[config.mk]
export PLATFORM = sky130hd
export DESIGN_NAME = sys_bus_arbiter_flat
export DESIGN_NICKNAME = d
export VERILOG_FILES = /design/src/rtl/sys_bus_arbiter_if.sv /design/src/rtl/sys_bus_arbiter.sv /design/src/flat_wrapper.sv
export SDC_FILE = /design/constraint.sdc
export NUM_CORES = 1
export LEC_CHECK = 0
export BUFFER_PORTS_ARGS = -buffer_cell sky130_fd_sc_hd__buf_4
export CAP_MARGIN = 20
export CELL_PAD_IN_SITES_DETAIL_PLACEMENT = 2
export CELL_PAD_IN_SITES_GLOBAL_PLACEMENT = 2
export CORE_ASPECT_RATIO = 0.9
export CORE_MARGIN = 4
export CORE_UTILIZATION = 11
export DETAILED_ROUTE_END_ITERATION = 7
export PLACE_DENSITY_LB_ADDON = 0.1
export SYNTH_ARGS = -nofsm -noshare
export SYNTH_HDL_FRONTEND = slang
export SYNTH_SLANG_ARGS = --single-unit
export TNS_END_PERCENT = 50
[constraint.sdc]
create_clock -name clk -period 5.9 [get_ports clk]
set_input_delay 0.885 -clock clk [delete_from_list [all_inputs] [get_ports clk]]
set_output_delay 0.885 -clock clk [all_outputs]
set_load 0.02 [all_outputs]
[src/rtl/sys_bus_arbiter_if.sv]
// System bus bundle shared by the two masters and the slave side.
// The arbiter connects through the slave modport; the master modport is the requester view.
interface sys_bus_arbiter_if #(
    parameter int unsigned AW = 32,
    parameter int unsigned DW = 32
);
    logic          m0_req;
    logic          m1_req;
    logic          m0_lock;
    logic          m1_lock;
    logic          m0_wen;
    logic          m1_wen;
    logic [AW-1:0] m0_addr;
    logic [AW-1:0] m1_addr;
    logic [DW-1:0] m0_wdata;
    logic [DW-1:0] m1_wdata;
    logic          m0_gnt;
    logic          m1_gnt;
    logic          m0_rvalid;
    logic          m1_rvalid;
    logic [DW-1:0] m_rdata;
    logic          bus_en;
    logic          bus_wen;
    logic [AW-1:0] bus_addr;
    logic [DW-1:0] bus_wdata;
    logic [DW-1:0] bus_rdata;
    logic          mem_en;
    logic          io_en;

    modport slave (
        input  m0_req, m1_req, m0_lock, m1_lock, m0_wen, m1_wen,
        input  m0_addr, m1_addr, m0_wdata, m1_wdata, bus_rdata,
        output m0_gnt, m1_gnt, m0_rvalid, m1_rvalid, m_rdata,
        output bus_en, bus_wen, bus_addr, bus_wdata, mem_en, io_en
    );

    modport master (
        output m0_req, m1_req, m0_lock, m1_lock, m0_wen, m1_wen,
        output m0_addr, m1_addr, m0_wdata, m1_wdata, bus_rdata,
        input  m0_gnt, m1_gnt, m0_rvalid, m1_rvalid, m_rdata,
        input  bus_en, bus_wen, bus_addr, bus_wdata, mem_en, io_en
    );
endinterface

[src/rtl/sys_bus_arbiter.sv]
// Two-master registered round-robin arbiter for the SOC system bus (CPU = M0, DMA/loader = M1).
// Grants come straight from the state register; read data is routed back to the issuing master
// one cycle after the strobe, independent of any ownership change in between.
module sys_bus_arbiter #(
    parameter int unsigned AW       = 32,
    parameter int unsigned DW       = 32,
    parameter int unsigned IO_BIT   = 12,
    parameter int unsigned MAX_HOLD = 8
) (
    input logic            clk,
    input logic            reset,
    sys_bus_arbiter_if.slave bus
);
    localparam int unsigned HW       = (MAX_HOLD > 1) ? $clog2(MAX_HOLD) : 1;
    localparam logic [HW-1:0] HoldLast = HW'(MAX_HOLD - 1);

    localparam logic [1:0] StIdle = 2'd0;
    localparam logic [1:0] StOwn0 = 2'd1;
    localparam logic [1:0] StOwn1 = 2'd2;

    logic [1:0]    state_q, state_d;
    logic          last_q, last_d;     // 0: M0 was granted most recently, 1: M1
    logic [HW-1:0] hold_q, hold_d;
    logic          rv_q, rv_d;
    logic          rid_q, rid_d;

    logic          own0, own1;
    logic          owner_req, owner_lock, other_req, owner_wen;
    logic [AW-1:0] owner_addr;
    logic [DW-1:0] owner_wdata;
    logic          access;

    // Owner-side view of the request bundle.
    always_comb begin
        own0        = (state_q == StOwn0);
        own1        = (state_q == StOwn1);
        owner_req   = (own0 & bus.m0_req)  | (own1 & bus.m1_req);
        owner_lock  = (own0 & bus.m0_lock) | (own1 & bus.m1_lock);
        other_req   = (own0 & bus.m1_req)  | (own1 & bus.m0_req);
        owner_wen   = own1 ? bus.m1_wen   : bus.m0_wen;
        owner_addr  = own1 ? bus.m1_addr  : bus.m0_addr;
        owner_wdata = own1 ? bus.m1_wdata : bus.m0_wdata;
        access      = owner_req;
    end

    // Ownership transitions: contest from idle, handover on release, preemption at hold limit.
    always_comb begin
        state_d = state_q;
        unique case (state_q)
            StIdle: begin
                if (bus.m0_req && bus.m1_req) state_d = last_q ? StOwn0 : StOwn1;
                else if (bus.m0_req)          state_d = StOwn0;
                else if (bus.m1_req)          state_d = StOwn1;
            end
            StOwn0: begin
                if (!bus.m0_req)              state_d = bus.m1_req ? StOwn1 : StIdle;
                else if (!bus.m0_lock && bus.m1_req && hold_q == HoldLast) state_d = StOwn1;
            end
            StOwn1: begin
                if (!bus.m1_req)              state_d = bus.m0_req ? StOwn0 : StIdle;
                else if (!bus.m1_lock && bus.m0_req && hold_q == HoldLast) state_d = StOwn0;
            end
            default: state_d = StIdle;
        endcase
    end

    // Hold counter, round-robin pointer and read-return capture.
    always_comb begin
        hold_d = '0;
        if (state_d == state_q && other_req && !owner_lock) begin
            hold_d = (hold_q == HoldLast) ? hold_q : hold_q + HW'(1);
        end
        last_d = last_q;
        if (state_d != state_q) begin
            if (state_d == StOwn0) last_d = 1'b0;
            if (state_d == StOwn1) last_d = 1'b1;
        end
        rv_d  = access & ~owner_wen;
        rid_d = own1;
    end

    // State registers with synchronous reset; M0 wins the first contest after reset.
    always_ff @(posedge clk) begin
        if (reset) begin
            state_q <= StIdle;
            last_q  <= 1'b1;
            hold_q  <= '0;
            rv_q    <= 1'b0;
            rid_q   <= 1'b0;
        end else begin
            state_q <= state_d;
            last_q  <= last_d;
            hold_q  <= hold_d;
            rv_q    <= rv_d;
            rid_q   <= rid_d;
        end
    end

    // Bus-side and master-side outputs; everything is zero when no access is in progress.
    always_comb begin
        bus.m0_gnt    = own0;
        bus.m1_gnt    = own1;
        bus.bus_en    = access;
        bus.bus_wen   = access & owner_wen;
        bus.bus_addr  = access ? owner_addr  : '0;
        bus.bus_wdata = access ? owner_wdata : '0;
        bus.mem_en    = access & ~owner_addr[IO_BIT];
        bus.io_en     = access &  owner_addr[IO_BIT];
        bus.m0_rvalid = rv_q & ~rid_q;
        bus.m1_rvalid = rv_q &  rid_q;
        bus.m_rdata   = rv_q ? bus.bus_rdata : '0;
    end
endmodule

[src/flat_wrapper.sv]
// flat-port wrapper written by rule: the top's interface ports become plain ports
module sys_bus_arbiter_flat 
#(
    parameter int unsigned AW       = 32,
    parameter int unsigned DW       = 32,
    parameter int unsigned IO_BIT   = 12,
    parameter int unsigned MAX_HOLD = 8
)
  (clk, reset, bus_m0_req, bus_m1_req, bus_m0_lock, bus_m1_lock, bus_m0_wen, bus_m1_wen, bus_m0_addr, bus_m1_addr, bus_m0_wdata, bus_m1_wdata, bus_bus_rdata, bus_m0_gnt, bus_m1_gnt, bus_m0_rvalid, bus_m1_rvalid, bus_m_rdata, bus_bus_en, bus_bus_wen, bus_bus_addr, bus_bus_wdata, bus_mem_en, bus_io_en);
  sys_bus_arbiter_if #(.AW(AW), .DW(DW)) bus_i ();
  input logic clk;
  input logic reset;
  input wire logic [$bits(bus_i.m0_req)-1:0] bus_m0_req;
  input wire logic [$bits(bus_i.m1_req)-1:0] bus_m1_req;
  input wire logic [$bits(bus_i.m0_lock)-1:0] bus_m0_lock;
  input wire logic [$bits(bus_i.m1_lock)-1:0] bus_m1_lock;
  input wire logic [$bits(bus_i.m0_wen)-1:0] bus_m0_wen;
  input wire logic [$bits(bus_i.m1_wen)-1:0] bus_m1_wen;
  input wire logic [$bits(bus_i.m0_addr)-1:0] bus_m0_addr;
  input wire logic [$bits(bus_i.m1_addr)-1:0] bus_m1_addr;
  input wire logic [$bits(bus_i.m0_wdata)-1:0] bus_m0_wdata;
  input wire logic [$bits(bus_i.m1_wdata)-1:0] bus_m1_wdata;
  input wire logic [$bits(bus_i.bus_rdata)-1:0] bus_bus_rdata;
  output wire logic [$bits(bus_i.m0_gnt)-1:0] bus_m0_gnt;
  output wire logic [$bits(bus_i.m1_gnt)-1:0] bus_m1_gnt;
  output wire logic [$bits(bus_i.m0_rvalid)-1:0] bus_m0_rvalid;
  output wire logic [$bits(bus_i.m1_rvalid)-1:0] bus_m1_rvalid;
  output wire logic [$bits(bus_i.m_rdata)-1:0] bus_m_rdata;
  output wire logic [$bits(bus_i.bus_en)-1:0] bus_bus_en;
  output wire logic [$bits(bus_i.bus_wen)-1:0] bus_bus_wen;
  output wire logic [$bits(bus_i.bus_addr)-1:0] bus_bus_addr;
  output wire logic [$bits(bus_i.bus_wdata)-1:0] bus_bus_wdata;
  output wire logic [$bits(bus_i.mem_en)-1:0] bus_mem_en;
  output wire logic [$bits(bus_i.io_en)-1:0] bus_io_en;
  assign bus_i.m0_req = bus_m0_req;
  assign bus_i.m1_req = bus_m1_req;
  assign bus_i.m0_lock = bus_m0_lock;
  assign bus_i.m1_lock = bus_m1_lock;
  assign bus_i.m0_wen = bus_m0_wen;
  assign bus_i.m1_wen = bus_m1_wen;
  assign bus_i.m0_addr = bus_m0_addr;
  assign bus_i.m1_addr = bus_m1_addr;
  assign bus_i.m0_wdata = bus_m0_wdata;
  assign bus_i.m1_wdata = bus_m1_wdata;
  assign bus_i.bus_rdata = bus_bus_rdata;
  assign bus_m0_gnt = bus_i.m0_gnt;
  assign bus_m1_gnt = bus_i.m1_gnt;
  assign bus_m0_rvalid = bus_i.m0_rvalid;
  assign bus_m1_rvalid = bus_i.m1_rvalid;
  assign bus_m_rdata = bus_i.m_rdata;
  assign bus_bus_en = bus_i.bus_en;
  assign bus_bus_wen = bus_i.bus_wen;
  assign bus_bus_addr = bus_i.bus_addr;
  assign bus_bus_wdata = bus_i.bus_wdata;
  assign bus_mem_en = bus_i.mem_en;
  assign bus_io_en = bus_i.io_en;
  sys_bus_arbiter #(.AW(AW), .DW(DW), .IO_BIT(IO_BIT), .MAX_HOLD(MAX_HOLD)) u_core (.clk(clk), .reset(reset), .bus(bus_i));
endmodule
==> results.json <==
{
  "status": "complete, no violations",
  "timing_hold_violations_final": 0,
  "crit_type": "register to output port",
  "postCtsResizedCells": 0,
  "dp_slack_ns": 2.958,
  "critical_path.reg2reg.startpoint": "u_core.hold_q[0]",
  "drt_iter0_drc": 78,
  "crit-reg2reg-capture": "u_core.last_q",
  "design.final.nets": 736,
  "die-area_um2": 17220,
  "detail-route-antenna-nets": 0,
  "critical_path_required_ns": 5.02,
  "worst_setup_hold_path_clk_slew_ns": 0.04,
  "synth.top_cells.by_count": "130 x sky130_fd_sc_hd__nand2_1, 68 x sky130_fd_sc_hd__a21oi_1, 34 x sky130_fd_sc_hd__and2_1",
  "synth-edff-count": 0,
  "detail_route.first_pass.iterations": 4,
  "cellPowerDensity_nw_per_um2": 156.3,
  "cap_viol_max_count": 0,
  "yosys.area_share.adder_pct": 2.247,
  "ys_ff_latch": 8,
  "max_transition_margin_pct": 44.55,
  "largest_stage_delay_worst_path_ns": 0.54,
  "port-buffer-count": 271,
  "setup.worst_path.end_class": "output port",
  "critical_path_arrival_ns": 2.13,
  "setup_slack_ns": 2.888,
  "core_area_um2": 14820,
  "route.final.wire_length_um": 12500,
  "totalNegativeSetupSlack_ns": 0,
  "largest_family_of_logic_cells_by_synthesized_area": "simple AND/OR/NAND/NOR gates",
  "synth.cell_area_um2": 1670,
  "filler_cell_count": 1844,
  "grt_util_all_layers_pct": 13.31,
  "reg2reg_slack_ns": 3.53,
  "initial_cell_density_of_the_core_pct": 11.27,
  "grt_antenna_before_repair": 0,
  "post-dp-hpwl_um": 10390,
  "die_height_um": 124.9,
  "area_share_of_the_leading_cell_type_in_the_synthesized_netlist_pct": 29.21,
  "layout_cells_sized_above_1_pct": 50.80,
  "period_share_pct": 51.04,
  "area_added_between_synthesis_and_finish_pct": 133.3,
  "drc": 0,
  "post_synth_and_or_nand_nor_area_fraction_pct": 48.16,
  "num_rows": 42,
  "clock_sink_count": 8,
  "grt_max_degree": 66,
  "gp_congestion": 0.7895,
  "synth.most_common_cell": "sky130_fd_sc_hd__nand2_1",
  "synth.area.mux_share_pct": 2.397,
  "tritoncts": "yes",
  "cts-root-buf": "sky130_fd_sc_hd__clkbuf_16",
  "share_of_the_yosys_chip_area_belonging_to_registers_pct": 9.588,
  "via_count": 3058,
  "finalMaxSlewViolations": 0,
  "postSynthAreaPerCell_um2": 5.354,
  "grt_pass1_wl_um": 18570,
  "asyncSetResetFlopFracSynth_pct": 0,
  "numCtsBuffers": 3,
  "power.leakage_nw": 2.121,
  "timing.critical_path.mode_cell": "sky130_fd_sc_hd__buf_4",
  "synthDistinctLibCells": 30,
  "r2r.worst_path.cells": 9,
  "whs_endpoint": "u_core.hold_q[1]",
  "gr-total-overflow": 0,
  "count_of_boundary_i_o_pins": 272,
  "post_synthesis_net_count": 483,
  "ys_warn_count": 0,
  "htree_num_levels": 1,
  "shortest_period_the_worst_path_allows_ns": 3.012,
  "timing_worst_slew_pin_value_ns": 0.8306,
  "vias_per_cell": 4.018,
  "crit_fanout": 48,
  "antennaDiodeCount": 0,
  "cts_hold_buf": 0,
  "syn_inst": 312,
  "clock_path_buffers": 2,
  "die_w_um": 137.9,
  "critical_path.cell_chain": "nand2_2 > inv_2 > buf_4 > nand2_1 > a21oi_1 > buf_4",
  "finalClockSkew_ns": 0.001843,
  "insertion_delay_ns": 0.23,
  "crit_slowest_cell": "sky130_fd_sc_hd__buf_4",
  "grt_pass1_vias": 3301,
  "holdCritStartpoint": "u_core.hold_q[1]",
  "wl_per_cell_um": 16.42,
  "max-vdd-ir-drop_mv": 0.07602,
  "synth_compound_area_share_pct": 25.62,
  "yosys_most_used_dff": "sky130_fd_sc_hd__dfxtp_1",
  "postCtsSetupBuffers": 0,
  "finalSetupViolations": 0,
  "rsz_0062_raised_after_global_routing": "false",
  "synthTopCellsByArea": "sky130_fd_sc_hd__nand2_1 29%, sky130_fd_sc_hd__a21oi_1 20%, sky130_fd_sc_hd__and2_1 13%, sky130_fd_sc_hd__dfxtp_1 9.6%, sky130_fd_sc_hd__buf_6 3.4%",
  "xor_xnor_cell_area_share_of_the_yosys_netlist_pct": 0.5243,
  "crit_path_start_kind": "register",
  "timing.fmax_mhz": 332.1,
  "worst_hold_path.num_cells": 2,
  "synth_top_area_cell": "sky130_fd_sc_hd__nand2_1",
  "worst_min_delay_path_category": "register to register",
  "critical_path.startpoint": "u_core.state_q[1]"
}
-- report_power, final --
group	switching (mW)	internal, mW
Combinational	0.235	0.191
Clock	0.0255	0.0873
Sequential	0.00915	0.0610
-- worst max-delay path by stage --
stage	endpoint	cells past startpoint
after floorplan	bus_bus_addr[12]	5
final	bus_bus_wdata[3]	6
after CTS	bus_bus_wdata[3]	6
after global placement	bus_io_en	5
after global routing	bus_bus_wdata[23]	6
after detailed placement	bus_io_en	5
-- cells in the final DEF (no fill, tap or decap) --
cell / Yosys / layout
sky130_fd_sc_hd__ha_1: 3 / 3
sky130_fd_sc_hd__o211ai_2: 1 / 1
sky130_fd_sc_hd__and2_1: 34 / 34
sky130_fd_sc_hd__o211ai_1: 1 / 1
sky130_fd_sc_hd__nor2b_2: 1 / 1
sky130_fd_sc_hd__inv_1: 5 / 5
sky130_fd_sc_hd__mux2i_1: 4 / 4
sky130_fd_sc_hd__nand2b_1: 3 / 3
sky130_fd_sc_hd__nor2_1: 9 / 9
sky130_fd_sc_hd__inv_2: 2 / 2
sky130_fd_sc_hd__buf_4: 4 / 275
sky130_fd_sc_hd__a31o_2: 2 / 2
sky130_fd_sc_hd__and4b_1: 1 / 1
sky130_fd_sc_hd__a31oi_1: 1 / 1
sky130_fd_sc_hd__o21ai_1: 2 / 2
sky130_fd_sc_hd__a221o_1: 1 / 1
sky130_fd_sc_hd__nand3b_1: 2 / 2
sky130_fd_sc_hd__nor2b_1: 1 / 1
sky130_fd_sc_hd__a21o_1: 1 / 1
sky130_fd_sc_hd__xor2_1: 1 / 1
sky130_fd_sc_hd__nand2_2: 1 / 1
sky130_fd_sc_hd__a22oi_2: 0 / 1
sky130_fd_sc_hd__clkbuf_16: 0 / 3
sky130_fd_sc_hd__a21oi_1: 68 / 68
sky130_fd_sc_hd__a311oi_1: 1 / 1
sky130_fd_sc_hd__nand3_1: 1 / 1
sky130_fd_sc_hd__nand2_1: 130 / 130
sky130_fd_sc_hd__dfxtp_1: 8 / 8
-- flip-flops by register name, indices dropped and copies added, names as in the netlist --
| name | count |
|---|---|
| u_core.rv_q | 1 |
| u_core.last_q | 1 |
| u_core.hold_q | 3 |
| u_core.state_q | 2 |
| u_core.rid_q | 1 |
-- area by class of cell --
cell class	count	area [µm²]	share of cell area, %
tap	198	247.7	6.356
timing repair buffer	275	2064	52.97
multi-input combinational	270	1324	33.96
clock buffer	3	75.07	1.926
sequential	8	160.2	4.109
inverter	7	26.28	0.6742
-- worst max-delay path: cells and delay by family (launching register included) --
| kind | cells | cell delay [ns] |
|---|---|---|
| buf+inv | 3 | 1.06 |
| simple gates | 2 | 0.21 |
| compound gates | 1 | 0.16 |
| flops | 1 | 0.45 |
-- routing by layer --
layer  GRT usage (%)  vias up  part of all wire (%)
li1                -     1508                     -
met1           14.56     1410                    36
met2           25.60      134                    53
met3           3.796        6                   9.8
met4           1.743        0                  0.85
met5               0        -                     0
-- per-stage QoR --
stage	cell area, µm²	hold WS [ns]	cells	utilization, %	power (mW)
after floorplan	1670	0.4676	312	-	0.3001
after global placement	3822	0.4794	758	25.79	0.4992
after detailed placement	3822	0.5172	758	25.79	0.5082
after CTS	3897	0.5251	761	26.30	0.6238
after global routing	3897	0.5517	761	26.30	0.6603
final	3897	0.5195	761	26.30	0.6090
-- cells by family (layout without fill, tap and decap cells) --
kind of cell	count (synthesis)	count (layout)
compound gates	79	79
mux	4	4
flops	8	8
buf+inv	34	285
simple gates	183	183
xor+xnor	1	1
fa+ha+maj	3	3
No activity file was read; power rests on OpenSTA's default activity.
